<file path="config.mk">
export PLATFORM = sky130hd
export DESIGN_NAME = empty_ptr_fifo_flat
export DESIGN_NICKNAME = d
export VERILOG_FILES = /design/src/rtl/empty_ptr_fifo_if.sv /design/src/rtl/empty_ptr_fifo.sv /design/src/flat_wrapper.sv
export SDC_FILE = /design/constraint.sdc
export NUM_CORES = 1
export LEC_CHECK = 0
export CORE_MARGIN = 5
export CORE_UTILIZATION = 35
export CTS_BUF_LIST = sky130_fd_sc_hd__clkbuf_8
export DETAILED_ROUTE_END_ITERATION = 12
export GPL_ROUTABILITY_DRIVEN = 0
export PLACE_DENSITY = 0.62
export REMOVE_ABC_BUFFERS = 1
export SYNTH_ARGS = -nofsm -noshare
export SYNTH_HDL_FRONTEND = slang
export SYNTH_SLANG_ARGS = --single-unit
</file>
<file path="constraint.sdc">
create_clock -name clk_i -period 3.3 [get_ports clk_i]
set_input_delay 0.66 -clock clk_i [delete_from_list [all_inputs] [get_ports clk_i]]
set_output_delay 0.66 -clock clk_i [all_outputs]
set_load 0.005 [all_outputs]
</file>
<file path="src/rtl/empty_ptr_fifo_if.sv">
// Push/pop bundle for the free-address allocator.
// slave  : allocator side (takes push/pop strobes, drives head address and status)
// master : insert/delete engine side
// Ports:
//   add_empty_ptr_i / add_empty_ptr_en_i : address being freed, push strobe
//   empty_addr_o / empty_addr_val_o      : head free address and its valid
//   empty_addr_rd_ack_i                  : pop strobe
//   free_cnt_o                           : number of free addresses held (0..N)
//   init_done_o                          : initialisation sweep finished
//   overflow_err_o / dbl_free_err_o      : sticky error flags
interface empty_ptr_fifo_if #(
    parameter int A_WIDTH = 3
);
    logic [A_WIDTH-1:0] add_empty_ptr_i;
    logic               add_empty_ptr_en_i;
    logic [A_WIDTH-1:0] empty_addr_o;
    logic               empty_addr_val_o;
    logic               empty_addr_rd_ack_i;
    logic [A_WIDTH:0]   free_cnt_o;
    logic               init_done_o;
    logic               overflow_err_o;
    logic               dbl_free_err_o;

    modport slave (
        input  add_empty_ptr_i,
        input  add_empty_ptr_en_i,
        input  empty_addr_rd_ack_i,
        output empty_addr_o,
        output empty_addr_val_o,
        output free_cnt_o,
        output init_done_o,
        output overflow_err_o,
        output dbl_free_err_o
    );

    modport master (
        output add_empty_ptr_i,
        output add_empty_ptr_en_i,
        output empty_addr_rd_ack_i,
        input  empty_addr_o,
        input  empty_addr_val_o,
        input  free_cnt_o,
        input  init_done_o,
        input  overflow_err_o,
        input  dbl_free_err_o
    );
endinterface

</file>
<file path="src/rtl/empty_ptr_fifo.sv">
// Free-address allocator for the hash-table data RAM.
// Holds every data-table address not linked into a bucket chain; hands them
// out on pop (first-word fall-through) and takes released ones back on push.
// After any reset (rst_i or srst_i) it sweeps all N addresses into the queue.
// Ports:
//   clk_i  : clock
//   rst_i  : synchronous active-high reset
//   srst_i : soft reset, identical effect to rst_i
//   bus    : push/pop/status bundle (empty_ptr_fifo_if.slave)
//
// state  | meaning
// -------+-----------------------------------------------------------
// INIT   | writing mem[i]=i, one entry per cycle; push/pop ignored
// READY  | normal allocate (pop) / release (push) operation
module empty_ptr_fifo #(
    parameter int TABLE_ADDR_WIDTH = 3,
    parameter int A_WIDTH          = TABLE_ADDR_WIDTH
) (
    input  logic              clk_i,
    input  logic              rst_i,
    input  logic              srst_i,
    empty_ptr_fifo_if.slave   bus
);
    localparam int N = 2 ** A_WIDTH;
    localparam logic [A_WIDTH:0]   CNT_FULL = {1'b1, {A_WIDTH{1'b0}}};
    localparam logic [A_WIDTH:0]   ONE_C    = (A_WIDTH+1)'(1);
    localparam logic [A_WIDTH-1:0] ONE_A    = A_WIDTH'(1);

    typedef enum logic {ST_INIT, ST_READY} state_t;

    state_t             state_q, state_d;
    logic [A_WIDTH-1:0] init_cnt_q, init_cnt_d;
    logic [A_WIDTH-1:0] rd_ptr_q, rd_ptr_d;
    logic [A_WIDTH-1:0] wr_ptr_q, wr_ptr_d;
    logic [A_WIDTH:0]   cnt_q, cnt_d;
    logic [N-1:0]       free_mask_q, free_mask_d;
    logic               ovf_q, ovf_d;
    logic               dbl_q, dbl_d;
    logic [A_WIDTH-1:0] mem_q [N];

    logic               mem_we;
    logic [A_WIDTH-1:0] mem_waddr;
    logic [A_WIDTH-1:0] mem_wdata;
    logic               val;
    logic               pop;
    logic               push_ok;
    logic               dbl_hit;
    logic               ovf_hit;
    logic               soft_or_hard_rst;
    logic [A_WIDTH-1:0] head;

    assign soft_or_hard_rst = rst_i | srst_i;
    assign head             = mem_q[rd_ptr_q];
    assign val              = (state_q == ST_READY) && (cnt_q != '0);

    always_comb begin
        state_d     = state_q;
        init_cnt_d  = init_cnt_q;
        rd_ptr_d    = rd_ptr_q;
        wr_ptr_d    = wr_ptr_q;
        cnt_d       = cnt_q;
        free_mask_d = free_mask_q;
        ovf_d       = ovf_q;
        dbl_d       = dbl_q;
        mem_we      = 1'b0;
        mem_waddr   = wr_ptr_q;
        mem_wdata   = bus.add_empty_ptr_i;
        pop         = 1'b0;
        push_ok     = 1'b0;
        dbl_hit     = 1'b0;
        ovf_hit     = 1'b0;

        case (state_q)
            ST_INIT: begin
                mem_we                  = 1'b1;
                mem_waddr               = init_cnt_q;
                mem_wdata               = init_cnt_q;
                free_mask_d[init_cnt_q] = 1'b1;
                init_cnt_d              = init_cnt_q + ONE_A;
                if (&init_cnt_q) begin
                    state_d  = ST_READY;
                    cnt_d    = CNT_FULL;
                    wr_ptr_d = '0;
                end
            end
            default: begin
                pop = bus.empty_addr_rd_ack_i && val;
                // Releasing the address that is being handed out this very
                // cycle is a legitimate recycle, not a double free.
                dbl_hit = bus.add_empty_ptr_en_i
                          && free_mask_q[bus.add_empty_ptr_i]
                          && !(pop && (head == bus.add_empty_ptr_i));
                ovf_hit = bus.add_empty_ptr_en_i && !dbl_hit
                          && (cnt_q == CNT_FULL) && !pop;
                push_ok = bus.add_empty_ptr_en_i && !dbl_hit && !ovf_hit;

                if (pop) begin
                    rd_ptr_d          = rd_ptr_q + ONE_A;
                    free_mask_d[head] = 1'b0;
                end
                // Applied after the pop clear so a same-address pop+push leaves the bit set.
                if (push_ok) begin
                    mem_we                               = 1'b1;
                    wr_ptr_d                             = wr_ptr_q + ONE_A;
                    free_mask_d[bus.add_empty_ptr_i]     = 1'b1;
                end
                if (push_ok && !pop)
                    cnt_d = cnt_q + ONE_C;
                else if (pop && !push_ok)
                    cnt_d = cnt_q - ONE_C;

                ovf_d = ovf_q | ovf_hit;
                dbl_d = dbl_q | dbl_hit;
            end
        endcase
    end

    always_ff @(posedge clk_i) begin
        if (soft_or_hard_rst) begin
            state_q     <= ST_INIT;
            init_cnt_q  <= '0;
            rd_ptr_q    <= '0;
            wr_ptr_q    <= '0;
            cnt_q       <= '0;
            free_mask_q <= '0;
            ovf_q       <= 1'b0;
            dbl_q       <= 1'b0;
        end else begin
            state_q     <= state_d;
            init_cnt_q  <= init_cnt_d;
            rd_ptr_q    <= rd_ptr_d;
            wr_ptr_q    <= wr_ptr_d;
            cnt_q       <= cnt_d;
            free_mask_q <= free_mask_d;
            ovf_q       <= ovf_d;
            dbl_q       <= dbl_d;
        end
    end

    // Contents need no reset: the INIT sweep rewrites every entry.
    always_ff @(posedge clk_i) begin
        if (mem_we && !soft_or_hard_rst)
            mem_q[mem_waddr] <= mem_wdata;
    end

    assign bus.empty_addr_o     = head;
    assign bus.empty_addr_val_o = val;
    assign bus.free_cnt_o       = cnt_q;
    assign bus.init_done_o      = (state_q == ST_READY);
    assign bus.overflow_err_o   = ovf_q;
    assign bus.dbl_free_err_o   = dbl_q;
endmodule

</file>
<file path="src/flat_wrapper.sv">
// flat-port wrapper written by rule: the top's interface ports become plain ports
module empty_ptr_fifo_flat 
#(
    parameter int TABLE_ADDR_WIDTH = 3,
    parameter int A_WIDTH          = TABLE_ADDR_WIDTH
)
  (clk_i, rst_i, srst_i, bus_add_empty_ptr_i, bus_add_empty_ptr_en_i, bus_empty_addr_rd_ack_i, bus_empty_addr_o, bus_empty_addr_val_o, bus_free_cnt_o, bus_init_done_o, bus_overflow_err_o, bus_dbl_free_err_o);
  empty_ptr_fifo_if #(.A_WIDTH(A_WIDTH)) bus_i ();
  input  logic clk_i;
  input  logic rst_i;
  input  logic srst_i;
  input wire logic [$bits(bus_i.add_empty_ptr_i)-1:0] bus_add_empty_ptr_i;
  input wire logic [$bits(bus_i.add_empty_ptr_en_i)-1:0] bus_add_empty_ptr_en_i;
  input wire logic [$bits(bus_i.empty_addr_rd_ack_i)-1:0] bus_empty_addr_rd_ack_i;
  output wire logic [$bits(bus_i.empty_addr_o)-1:0] bus_empty_addr_o;
  output wire logic [$bits(bus_i.empty_addr_val_o)-1:0] bus_empty_addr_val_o;
  output wire logic [$bits(bus_i.free_cnt_o)-1:0] bus_free_cnt_o;
  output wire logic [$bits(bus_i.init_done_o)-1:0] bus_init_done_o;
  output wire logic [$bits(bus_i.overflow_err_o)-1:0] bus_overflow_err_o;
  output wire logic [$bits(bus_i.dbl_free_err_o)-1:0] bus_dbl_free_err_o;
  assign bus_i.add_empty_ptr_i = bus_add_empty_ptr_i;
  assign bus_i.add_empty_ptr_en_i = bus_add_empty_ptr_en_i;
  assign bus_i.empty_addr_rd_ack_i = bus_empty_addr_rd_ack_i;
  assign bus_empty_addr_o = bus_i.empty_addr_o;
  assign bus_empty_addr_val_o = bus_i.empty_addr_val_o;
  assign bus_free_cnt_o = bus_i.free_cnt_o;
  assign bus_init_done_o = bus_i.init_done_o;
  assign bus_overflow_err_o = bus_i.overflow_err_o;
  assign bus_dbl_free_err_o = bus_i.dbl_free_err_o;
  empty_ptr_fifo #(.TABLE_ADDR_WIDTH(TABLE_ADDR_WIDTH), .A_WIDTH(A_WIDTH)) u_core (.clk_i(clk_i), .rst_i(rst_i), .srst_i(srst_i), .bus(bus_i));
endmodule
</file>
==> flow_summary.ini <==
[outcome]
status = finished clean

[clocking]
clk_path_buf_depth = 2
htreeDepth = 2
cts_hold_buf = 0
cts.repair.resized = 0
clkTransAtPathRegs_ps = 100
ctsRootBufferMaster = clkbuf_8
clock-sinks = 51
cts_setup_buffers = 0
tritoncts = built
cts_buffers = 5
clkLatencyLatePin_ps = 310

[logic_synthesis]
avgSynthCellArea_um2 = 10.04
async_flop_share = 0
ys_types = 45
synth_edf_count = 24
ys_seq_area_frac = 0.4814
yosysWarnings = 0
synth_top_cell_by_area = edfxtp_1
synth_top_cell_area_share = 0.2751
synthCells = 261
ys.flop_type = dfxtp_1
ys_seq_elements = 51
yosys-top-cells-area = edfxtp_1 (28%), dfxtp_1 (21%), nor2_1 (5.6%)
syn-cell-area_um2 = 2620

[setup_path]
cp-start-kind = input port
endpoint_kind = flop
cp_slowest_cell = clkdlybuf4s50_1
startpoint = bus_add_empty_ptr_i[2]
slowest_delay_ps = 550
cp.arrival_ps = 3270
cp_max_fo = 4
required_ps = 3480
criticalPathCategory = input port to flop
path_cells = clkdlybuf4s50_1 -> mux2_1 -> nand3_1 -> nand4_1 -> nor2_1 -> a31o_4 -> ha_1 -> inv_1 -> ha_1 -> a21o_1 -> a21oi_1 -> xnor2_1 -> nor2_1 -> xnor2_1 -> a21oi_1

[die]
fp.dieArea_um2 = 9316
start_util = 0.3612
die_height_um = 96.52
die_w_um = 96.52
ios = 19
placement_rows = 31
core-area_um2 = 7253

[global_route]
grt_max_degree = 49
overflow = 0
grt_pass1_wl_um = 9004
grt_pass1_vias = 1808
track_usage = 0.1271
antenna_found_initial = 0

[place]
io_buffers = 18
dpl.hpwl_um = 4123
dp_cells = 380

[drt]
num_vias = 2013
drc_errors = 0
viasPerCell = 5.188
routedWlPerCell_um = 14.33
drt_iter0_drc = 144
ant_nets = 0
drt_wl_total_um = 5560
first_pass_iters = 4

[timing]
fmaxAchievable_mhz = 324.1
tightest_slew_ps = 679.6
relSlewSlack = 0.5452
finClkSkew_ps = 8.186
setup_viol = 0
final_hold_viol_count = 0
min_period_over_period = 0.9350
rsz0062_at_grt = no
tns_ps = 0
finalCriticalPeriod_ps = 3086
report.final.slew_viol_count = 0

[hold_path]
hp-class = flop to flop
hp-start = u_core.bus.overflow_err_o

[pwr]
power.density_nw_per_um2 = 372.5
leakage_nw = 1.065
fin_total_pwr_mw = 1.147
ir_drop_v = 0.0001899

[job]
max_cap_viol_count = 0

[final_layout]
finalNonFillerCells = 388
area_growth_pct = 17.53
drive_gt1_frac = 0.1488
final_common_cell = nor2_1
nets = 304
utilization = 0.4245
n_antenna_cell = 0
final_cell_mix = nor2_1 (39), dfxtp_1 (26), edfxtp_1 (24), nand2_1 (20), clkdlybuf4s50_1 (17)
worst paths after layout:
kind | to | slack (ps) | depth (start not counted)
setup / recovery | u_core.bus.free_cnt_o[3] | 210 | 15
hold / removal | u_core.bus.overflow_err_o | 490 | 2
setup reg to reg | u_core.bus.free_cnt_o[3] | 220 | 14
hold reg to reg | u_core.bus.overflow_err_o | 490 | 2
cells by family after synthesis:
family          Yosys count  synth area share
buf+inv                  27           0.04489
mux                      19           0.09360
flops                    51            0.4814
xor+xnor                  8           0.02674
compound gates           50            0.1418
simple gates             98            0.1705
fa+ha+maj                 8           0.04107
cells in the mapped netlist (all sizes together), types with 3 or more instances:
cell and instances:
o31ai 6, a21o 4, nand4 4, edfxtp 24, dfxtp 27, buf 3, inv 13, a31oi 5
a311oi 8, a21oi 7, mux2 4, xnor2 6, clkbuf 11, nand2 20, o21ai 11, nand3 13
nor3 6, mux4 3, nor2b 5, ha 7, nor2 40, mux2i 12
per-layer routing:
metal  part of all wire  global-route usage
met5                  0                   0
met4              0.019             0.05023
met3              0.029             0.02091
met2               0.48              0.2006
met1               0.47              0.1738
critical path: cells and delay by family:
kind / cells / cell delay (ps)
buf+inv: 2 / 610
xor+xnor: 2 / 260
compound gates: 4 / 530
simple gates: 4 / 440
mux: 1 / 340
fa+ha+maj: 2 / 420
cell type report:
cell class	instances	area [µm²]
tap	99	123.9
clock buffer	5	68.82
inverter	13	48.80
clock inverter	3	31.28
timing repair buffer	34	302.8
multi-input combinational	183	1241
sequential	51	1262
fill	695	4174
through the flow:
stage / hold slack (ps) / area, µm² / worst slack [ps]
final: 491.0 / 3079 / 214.4
after global routing: 504.5 / 3079 / 12.03
after CTS: 494.1 / 3075 / 65.22
after detailed placement: 466.5 / 2975 / -107.6
after global placement: 455.1 / 2975 / -45.62
after floorplan: 460.4 / 2551 / -235.6
where the power goes:
group / internal [mW] / total (mW) / switching, mW
clock network: 0.163 / 0.391 / 0.228
registers: 0.664 / 0.669 / 0.00493
logic: 0.0382 / 0.0869 / 0.0487
sequential cells by signal (all words and copies together) (netlist names), named ones only:
name,count
u_core.bus.dbl_free_err_o,1
u_core.bus.free_cnt_o,4
u_core.bus.init_done_o,1
u_core.bus.overflow_err_o,1
u_core.free_mask_q,8
u_core.init_cnt_q,3
u_core.mem_q,24
u_core.rd_ptr_q,3
u_core.wr_ptr_q,3
Power figures use the tool's default switching activity.
